**src/rtl/fu_branch_queue.sv**
```systemverilog
// In-order branch resolution queue: ops wait for operands via CDB wakeup,
// the head resolves into a registered valid/ready output stage.
module fu_branch_queue #(
    parameter int XLEN      = 32,
    parameter int DEPTH     = 4,
    parameter int TAG_W     = 6,
    parameter int ROB_W     = 5,
    parameter int CDB_WIDTH = 2
) (
    input  logic                       clock,
    input  logic                       reset,
    input  logic                       squash,
    input  logic                       in_valid,
    output logic                       in_ready,
    input  logic [XLEN-1:0]            in_pc,
    input  logic [XLEN-1:0]            in_imm,
    input  logic [2:0]                 in_func3,
    input  logic                       in_cond,
    input  logic                       in_uncond,
    input  logic                       in_jalr,
    input  logic [XLEN-1:0]            in_rs1_val,
    input  logic [XLEN-1:0]            in_rs2_val,
    input  logic                       in_rs1_rdy,
    input  logic                       in_rs2_rdy,
    input  logic [TAG_W-1:0]           in_rs1_tag,
    input  logic [TAG_W-1:0]           in_rs2_tag,
    input  logic                       in_pred_taken,
    input  logic [XLEN-1:0]            in_pred_target,
    input  logic [ROB_W-1:0]           in_rob_idx,
    input  logic [CDB_WIDTH-1:0]       cdb_valid,
    input  logic [CDB_WIDTH*TAG_W-1:0] cdb_tag,
    input  logic [CDB_WIDTH*XLEN-1:0]  cdb_value,
    output logic                       out_valid,
    input  logic                       out_ready,
    output logic                       out_take,
    output logic [XLEN-1:0]            out_target,
    output logic [XLEN-1:0]            out_npc,
    output logic                       out_mispredict,
    output logic [ROB_W-1:0]           out_rob_idx,
    output logic [$clog2(DEPTH):0]     count
);

    localparam int PTR_W = $clog2(DEPTH);
    localparam int CNT_W = PTR_W + 1;

    typedef struct packed {
        logic [XLEN-1:0]  pc;
        logic [XLEN-1:0]  imm;
        logic [2:0]       func3;
        logic             cond;
        logic             uncond;
        logic             jalr;
        logic [XLEN-1:0]  rs1_val;
        logic [XLEN-1:0]  rs2_val;
        logic             rs1_rdy;
        logic             rs2_rdy;
        logic [TAG_W-1:0] rs1_tag;
        logic [TAG_W-1:0] rs2_tag;
        logic             pred_taken;
        logic [XLEN-1:0]  pred_target;
        logic [ROB_W-1:0] rob_idx;
    } entry_t;

    entry_t           ent_q [DEPTH];
    entry_t           ent_d [DEPTH];
    entry_t           new_e;
    logic [DEPTH-1:0] valid_q, valid_d;
    logic [PTR_W-1:0] head_q, head_d;
    logic [PTR_W-1:0] tail_q, tail_d;
    logic [CNT_W-1:0] count_q, count_d;

    logic             out_valid_q, out_valid_d;
    logic             out_take_q, out_take_d;
    logic [XLEN-1:0]  out_target_q, out_target_d;
    logic [XLEN-1:0]  out_npc_q, out_npc_d;
    logic             out_mispredict_q, out_mispredict_d;
    logic [ROB_W-1:0] out_rob_idx_q, out_rob_idx_d;

    logic [XLEN:0]    snp1 [DEPTH];
    logic [XLEN:0]    snp2 [DEPTH];
    logic [XLEN:0]    snp_in1, snp_in2;

    logic             enq, deq, head_rdy;
    logic [XLEN-1:0]  op_a, sum;
    logic [XLEN-1:0]  res_target, res_npc;
    logic             cond_hit, res_take, res_mispredict;

    // {hit, value}; scanning high to low lets the lowest channel win
    function automatic logic [XLEN:0] cdb_snoop(input logic [TAG_W-1:0] tag);
        logic [XLEN:0] r;
        r = '0;
        for (int k = CDB_WIDTH - 1; k >= 0; k--) begin
            if (cdb_valid[k] && cdb_tag[k*TAG_W +: TAG_W] == tag) begin
                r = {1'b1, cdb_value[k*XLEN +: XLEN]};
            end
        end
        return r;
    endfunction

    always_comb begin
        snp_in1 = cdb_snoop(in_rs1_tag);
        snp_in2 = cdb_snoop(in_rs2_tag);
        for (int i = 0; i < DEPTH; i++) begin
            snp1[i] = cdb_snoop(ent_q[i].rs1_tag);
            snp2[i] = cdb_snoop(ent_q[i].rs2_tag);
        end
    end

    assign in_ready = (count_q != CNT_W'(DEPTH));
    assign head_rdy = valid_q[head_q] & ent_q[head_q].rs1_rdy
                    & ent_q[head_q].rs2_rdy;
    assign deq = head_rdy & (!out_valid_q | out_ready) & !squash;
    assign enq = in_valid & in_ready & !squash;

    always_comb begin
        op_a = ent_q[head_q].jalr ? ent_q[head_q].rs1_val : ent_q[head_q].pc;
        sum = op_a + ent_q[head_q].imm;
        res_target = ent_q[head_q].jalr ? {sum[XLEN-1:1], 1'b0} : sum;
        res_npc = ent_q[head_q].pc + XLEN'(4);
        case (ent_q[head_q].func3)
            3'b000: cond_hit = ent_q[head_q].rs1_val == ent_q[head_q].rs2_val;
            3'b001: cond_hit = ent_q[head_q].rs1_val != ent_q[head_q].rs2_val;
            3'b100: cond_hit = $signed(ent_q[head_q].rs1_val)
                             < $signed(ent_q[head_q].rs2_val);
            3'b101: cond_hit = $signed(ent_q[head_q].rs1_val)
                             >= $signed(ent_q[head_q].rs2_val);
            3'b110: cond_hit = ent_q[head_q].rs1_val < ent_q[head_q].rs2_val;
            3'b111: cond_hit = ent_q[head_q].rs1_val >= ent_q[head_q].rs2_val;
            default: cond_hit = 1'b0;
        endcase
        res_take = ent_q[head_q].uncond | (ent_q[head_q].cond & cond_hit);
        res_mispredict = (res_take != ent_q[head_q].pred_taken)
                       | (res_take & (res_target != ent_q[head_q].pred_target));
    end

    // Incoming op snoops the CDB in its issue cycle so no wakeup is lost
    always_comb begin
        new_e = '0;
        new_e.pc = in_pc;
        new_e.imm = in_imm;
        new_e.func3 = in_func3;
        new_e.cond = in_cond;
        new_e.uncond = in_uncond;
        new_e.jalr = in_jalr;
        new_e.rs1_tag = in_rs1_tag;
        new_e.rs2_tag = in_rs2_tag;
        new_e.pred_taken = in_pred_taken;
        new_e.pred_target = in_pred_target;
        new_e.rob_idx = in_rob_idx;
        new_e.rs1_rdy = in_rs1_rdy | snp_in1[XLEN];
        new_e.rs2_rdy = in_rs2_rdy | snp_in2[XLEN];
        new_e.rs1_val = in_rs1_rdy ? in_rs1_val
                      : (snp_in1[XLEN] ? snp_in1[XLEN-1:0] : in_rs1_val);
        new_e.rs2_val = in_rs2_rdy ? in_rs2_val
                      : (snp_in2[XLEN] ? snp_in2[XLEN-1:0] : in_rs2_val);
    end

    always_comb begin
        ent_d = ent_q;
        valid_d = valid_q;
        head_d = head_q;
        tail_d = tail_q;
        for (int i = 0; i < DEPTH; i++) begin
            if (valid_q[i] && !ent_q[i].rs1_rdy && snp1[i][XLEN]) begin
                ent_d[i].rs1_rdy = 1'b1;
                ent_d[i].rs1_val = snp1[i][XLEN-1:0];
            end
            if (valid_q[i] && !ent_q[i].rs2_rdy && snp2[i][XLEN]) begin
                ent_d[i].rs2_rdy = 1'b1;
                ent_d[i].rs2_val = snp2[i][XLEN-1:0];
            end
        end
        if (deq) begin
            valid_d[head_q] = 1'b0;
            head_d = head_q + PTR_W'(1);
        end
        if (enq) begin
            ent_d[tail_q] = new_e;
            valid_d[tail_q] = 1'b1;
            tail_d = tail_q + PTR_W'(1);
        end
        count_d = count_q + CNT_W'(enq) - CNT_W'(deq);
        if (squash) begin
            valid_d = '0;
            head_d = '0;
            tail_d = '0;
            count_d = '0;
        end
    end

    always_comb begin
        out_valid_d = out_valid_q;
        out_take_d = out_take_q;
        out_target_d = out_target_q;
        out_npc_d = out_npc_q;
        out_mispredict_d = out_mispredict_q;
        out_rob_idx_d = out_rob_idx_q;
        if (squash) begin
            out_valid_d = 1'b0;
            out_take_d = 1'b0;
            out_target_d = '0;
            out_npc_d = '0;
            out_mispredict_d = 1'b0;
            out_rob_idx_d = '0;
        end else if (deq) begin
            out_valid_d = 1'b1;
            out_take_d = res_take;
            out_target_d = res_target;
            out_npc_d = res_npc;
            out_mispredict_d = res_mispredict;
            out_rob_idx_d = ent_q[head_q].rob_idx;
        end else if (out_ready) begin
            out_valid_d = 1'b0;
        end
    end

    always_ff @(posedge clock) begin
        if (reset) begin
            for (int i = 0; i < DEPTH; i++) begin
                ent_q[i] <= '0;
            end
            valid_q <= '0;
            head_q <= '0;
            tail_q <= '0;
            count_q <= '0;
            out_valid_q <= 1'b0;
            out_take_q <= 1'b0;
            out_target_q <= '0;
            out_npc_q <= '0;
            out_mispredict_q <= 1'b0;
            out_rob_idx_q <= '0;
        end else begin
            ent_q <= ent_d;
            valid_q <= valid_d;
            head_q <= head_d;
            tail_q <= tail_d;
            count_q <= count_d;
            out_valid_q <= out_valid_d;
            out_take_q <= out_take_d;
            out_target_q <= out_target_d;
            out_npc_q <= out_npc_d;
            out_mispredict_q <= out_mispredict_d;
            out_rob_idx_q <= out_rob_idx_d;
        end
    end

    assign out_valid = out_valid_q;
    assign out_take = out_take_q;
    assign out_target = out_target_q;
    assign out_npc = out_npc_q;
    assign out_mispredict = out_mispredict_q;
    assign out_rob_idx = out_rob_idx_q;
    assign count = count_q;

endmodule

```
**config.mk**
```make
export PLATFORM = sky130hd
export DESIGN_NAME = fu_branch_queue
export DESIGN_NICKNAME = d
export VERILOG_FILES = /design/src/rtl/fu_branch_queue.sv
export SDC_FILE = /design/constraint.sdc
export NUM_CORES = 2
export LEC_CHECK = 0
export BUFFER_PORTS_ARGS = -buffer_cell sky130_fd_sc_hd__buf_2
export CELL_PAD_IN_SITES_DETAIL_PLACEMENT = 1
export CELL_PAD_IN_SITES_GLOBAL_PLACEMENT = 1
export CORE_MARGIN = 1.5
export CORE_UTILIZATION = 35
export CTS_CLUSTER_DIAMETER = 200
export DETAILED_ROUTE_END_ITERATION = 8
export MAX_ROUTING_LAYER = met4
export PLACE_DENSITY = 0.68
export SLEW_MARGIN = 20
export SYNTH_ARGS = -nofsm -noshare
export SYNTH_HDL_FRONTEND = slang
export SYNTH_SLANG_ARGS = --single-unit
```
**constraint.sdc**
```tcl
create_clock -name clock -period 6.98 [get_ports clock]
set_clock_uncertainty 0.15 [all_clocks]
set_input_delay 0.698 -clock clock [delete_from_list [all_inputs] [get_ports clock]]
set_output_delay 0.698 -clock clock [all_outputs]
set_load 0.01 [all_outputs]
```
==> qor.tcl <==
set qor(viasPerCell) 5.78
set qor(synth.lib_cells_used.distinct) 69
set qor(design.portCount) 345
set qor(total_power_mw) 11.2
set qor(critPathMaxFanout) 85
set qor(power.static_leakage_nw) 16.8
set qor(cap_viol_max_count) 0
set qor(met1_length_mm) 83.2
set qor(routed_met2_length_mm) 82.4
set qor(clk_path_buf_depth) 3
set qor(remaining_drc_errors) 0
set qor(row_count) 130
set qor(synth_seq_area_share_pct) 37.5
set qor(cts.repair_timing.setup_buffer_count) 0
set qor(power-per-cell-area_nw_per_um2) 224
set qor(grt_pass1_wl_mm) 271
set qor(cts_resized) 0
set qor(global_route.usage.total_pct) 28.6
set qor(finalNetCount) 5762
set qor(timing.critical_path.from_type) {register}
set qor(synth-edff-count) 0
set qor(iteration_count_of_the_initial_detailed_routing_pass) 6
set qor(clock_tree.htree_level_count) 3
set qor(critPathKind) {register to register}
set qor(antenna_left) 0
set qor(worst_slew_pin_slew_ps) 1160
set qor(via_count) 41300
set qor(min_period_ps) 5680
set qor(port-buffer-count) 344
set qor(synthFlopType) {dfxtp_1}
set qor(topRoutingLayerUsed) {met4}
set qor(fillers) 14800
set qor(die-height_um) 358
set qor(fin_setup_tns_ps) 0
set qor(drive_gt1_share_pct) 14.8
set qor(largest_area_contributor_in_the_synthesized_netlist) {dfxtp_1}
set qor(floorplan.core_area_um2) 125000
set qor(pin_count_of_the_biggest_net_entering_global_routing) 196
set qor(fp.dieW_um) 358
set qor(clk_pin_slew_ps) 70
set qor(detail_route.wirelength_mm) 182
set qor(yosys_warnings) 0
set qor(hp-class) {primary input to register}
set qor(ys_async_sr_fraction_pct) 0
set qor(post-route-period-util_pct) 81.4
set qor(syn-cell-area_um2) 44100
set qor(final-max-slew-violation-count) 0
set qor(initialDrtViolationCount) 3608
set qor(run_status) {complete, no violations}
set qor(rsz0062_at_grt) {no}
set qor(layout_area_growth_over_synthesis_pct) 13.3
set qor(cts_tree) {built}
set qor(wl_met3_mm) 11.0
set qor(worst_ep_arrival_time_ps) 6120
set qor(cp-end-kind) {register}
set qor(critical_path_required_ps) 7410
set qor(wl_per_cell_um) 25.4
set qor(clock_sink_total) 827
set qor(synth_cells) 5422
set qor(final-hold-violation-count) 0
set qor(clock-root-buffer) {clkbuf_16}
set qor(yosysTopAreaCellShare_pct) 37.5
set qor(via_count_of_the_first_global_routing_pass) 41400
set qor(worstSkewPairLatency_ps) 710
set qor(fin_hold_ws_ps) 111
set qor(cts_hold_repair.buffers) 0
set qor(floorplan.initialDensity_pct) 35.2
set qor(grt_antenna_before_repair) 17
set qor(main_area_contributors_after_synthesis) {dfxtp_1, nand2_1, a21oi_1}
set qor(grt_remaining_overflow) 0
set qor(place.gp.congestion) 0.922
set qor(max-vdd-ir-drop_mv) 0.200
set qor(max_freq_mhz) 176
set qor(number_of_buffers_inserted_during_clock_tree_synthesis) 97
set qor(worst_slew_margin_rel_pct) 22.4
set qor(dp_hpwl_mm) 122
set qor(die_area_um2) 128000
set qor(synthesis.nets) 5767
set qor(postSynthRegisterBits) 827
set qor(setup-violations-final) 0
set qor(synth.avg_cell_area_um2) 8.14
[cell usage in the layout (no fill, tap or decap), types with 48 or more instances in the layout]
cell and instances:
a21oi_1 825, mux2i_1 293, clkbuf_16 97, buf_2 343
xor2_1 99, inv_1 48, buf_4 56, ha_1 74
xnor2_1 101, nand2_1 1156, o21ai_0 104, mux4_2 169
dfxtp_1 825, nor2_1 599, a211oi_1 290
[path summary, 6_finish.rpt]
kind	from	endpoint	slack, ps	cells past startpoint
max	head_q[1]	out_mispredict	1300	14
min	in_imm[21]	ent_q[329]	110	3
max reg2reg	head_q[1]	out_mispredict	1300	14
min reg2reg	out_target[18]	out_target[18]	300	2
[state kept, by name, indices dropped and copies added, names as in the netlist]
register / count
valid_q: 4
out_rob_idx: 5
out_target: 32
out_valid: 1
tail_q: 2
out_take: 1
ent_q: 744
out_npc: 32
out_mispredict: 1
head_q: 2
count: 3
[metal layers]
layer,global-route usage [%],up-vias
li1,-,18800
met1,39.0,21000
met2,43.9,1293
met3,3.55,247
met4,8.74,0
met5,-,-
[Yosys cell counts, drive strengths merged (3+ instances only)]
| cell type | count |
|---|---|
| clkbuf | 392 |
| o21ai | 106 |
| nor4 | 21 |
| nor4b | 3 |
| mux4 | 170 |
| and2 | 13 |
| nand4 | 37 |
| buf | 120 |
| dfxtp | 827 |
| a21oi | 825 |
| and3 | 12 |
| nor2b | 7 |
| nand2b | 5 |
| xnor3 | 6 |
| a221oi | 11 |
| inv | 49 |
| or4 | 4 |
| a31oi | 7 |
| or3 | 7 |
| o211ai | 5 |
| nand2 | 1160 |
| a22oi | 32 |
| nor2 | 607 |
| a211oi | 290 |
| o21bai | 5 |
| mux2i | 293 |
| nor3 | 15 |
| a311oi | 6 |
| xnor2 | 101 |
| nand3 | 25 |
| xor2 | 99 |
| a21o | 12 |
| xor3 | 4 |
| mux2 | 32 |
| a2111oi | 3 |
| ha | 74 |
| a41oi | 3 |
[worst max-delay path: stages (launching register included)]
cell and delay [ps]:
dfxtp_4 450, buf_12 490, mux4_2 640, mux2_2 320
fa_1 420, a211o_1 330, a221o_1 440, a221oi_2 360
o221a_2 380, xnor3_1 330, a211o_1 270, a21oi_1 310
nand4_1 170, nor4_2 280, a21oi_1 90
[kinds of logic (layout without fill, tap and decap cells)]
kind of cell | after synthesis | in the layout | share of synthesized area (%)
other | 0 | 8 | 0
AND/OR/NAND/NOR | 1926 | 1926 | 17.3
multiplexers | 495 | 495 | 16.2
buffers and inverters | 561 | 634 | 4.94
flip-flops | 827 | 827 | 37.5
AO/OA/AOI/OAI | 1327 | 1327 | 17.4
adder cells (fa/ha/maj) | 76 | 76 | 2.19
XOR/XNOR | 210 | 210 | 4.49
[power by group]
part,switching [mW],internal [mW]
registers,0.0458,4.79
logic,0.731,0.359
clock network,2.24,3.04
total,3.02,8.19
[metrics by stage]
stage | utilization [%] | instances | worst slack (ps) | cell area, µm²
floorplan | - | 5422 | 796 | 44100
global route | 39.9 | 7151 | 1080 | 50000
detailed placement | 37.2 | 6968 | 1390 | 46700
finish | 39.9 | 7153 | 1300 | 50000
global placement | 37.2 | 6968 | 1230 | 46700
CTS | 39.8 | 7145 | 1380 | 50000
[layout make-up]
type | instances | area [µm²] | area share [%]
antenna | 8 | 20.0 | 0.0400
clock buffer | 138 | 2850 | 5.70
clock inverter | 39 | 433 | 0.866
inverter | 49 | 186 | 0.373
multi-input combinational | 4034 | 25600 | 51.1
sequential | 827 | 16600 | 33.1
tap | 1650 | 2060 | 4.13
timing repair buffer | 408 | 2310 | 4.62
Power figures use the tool's default switching activity.
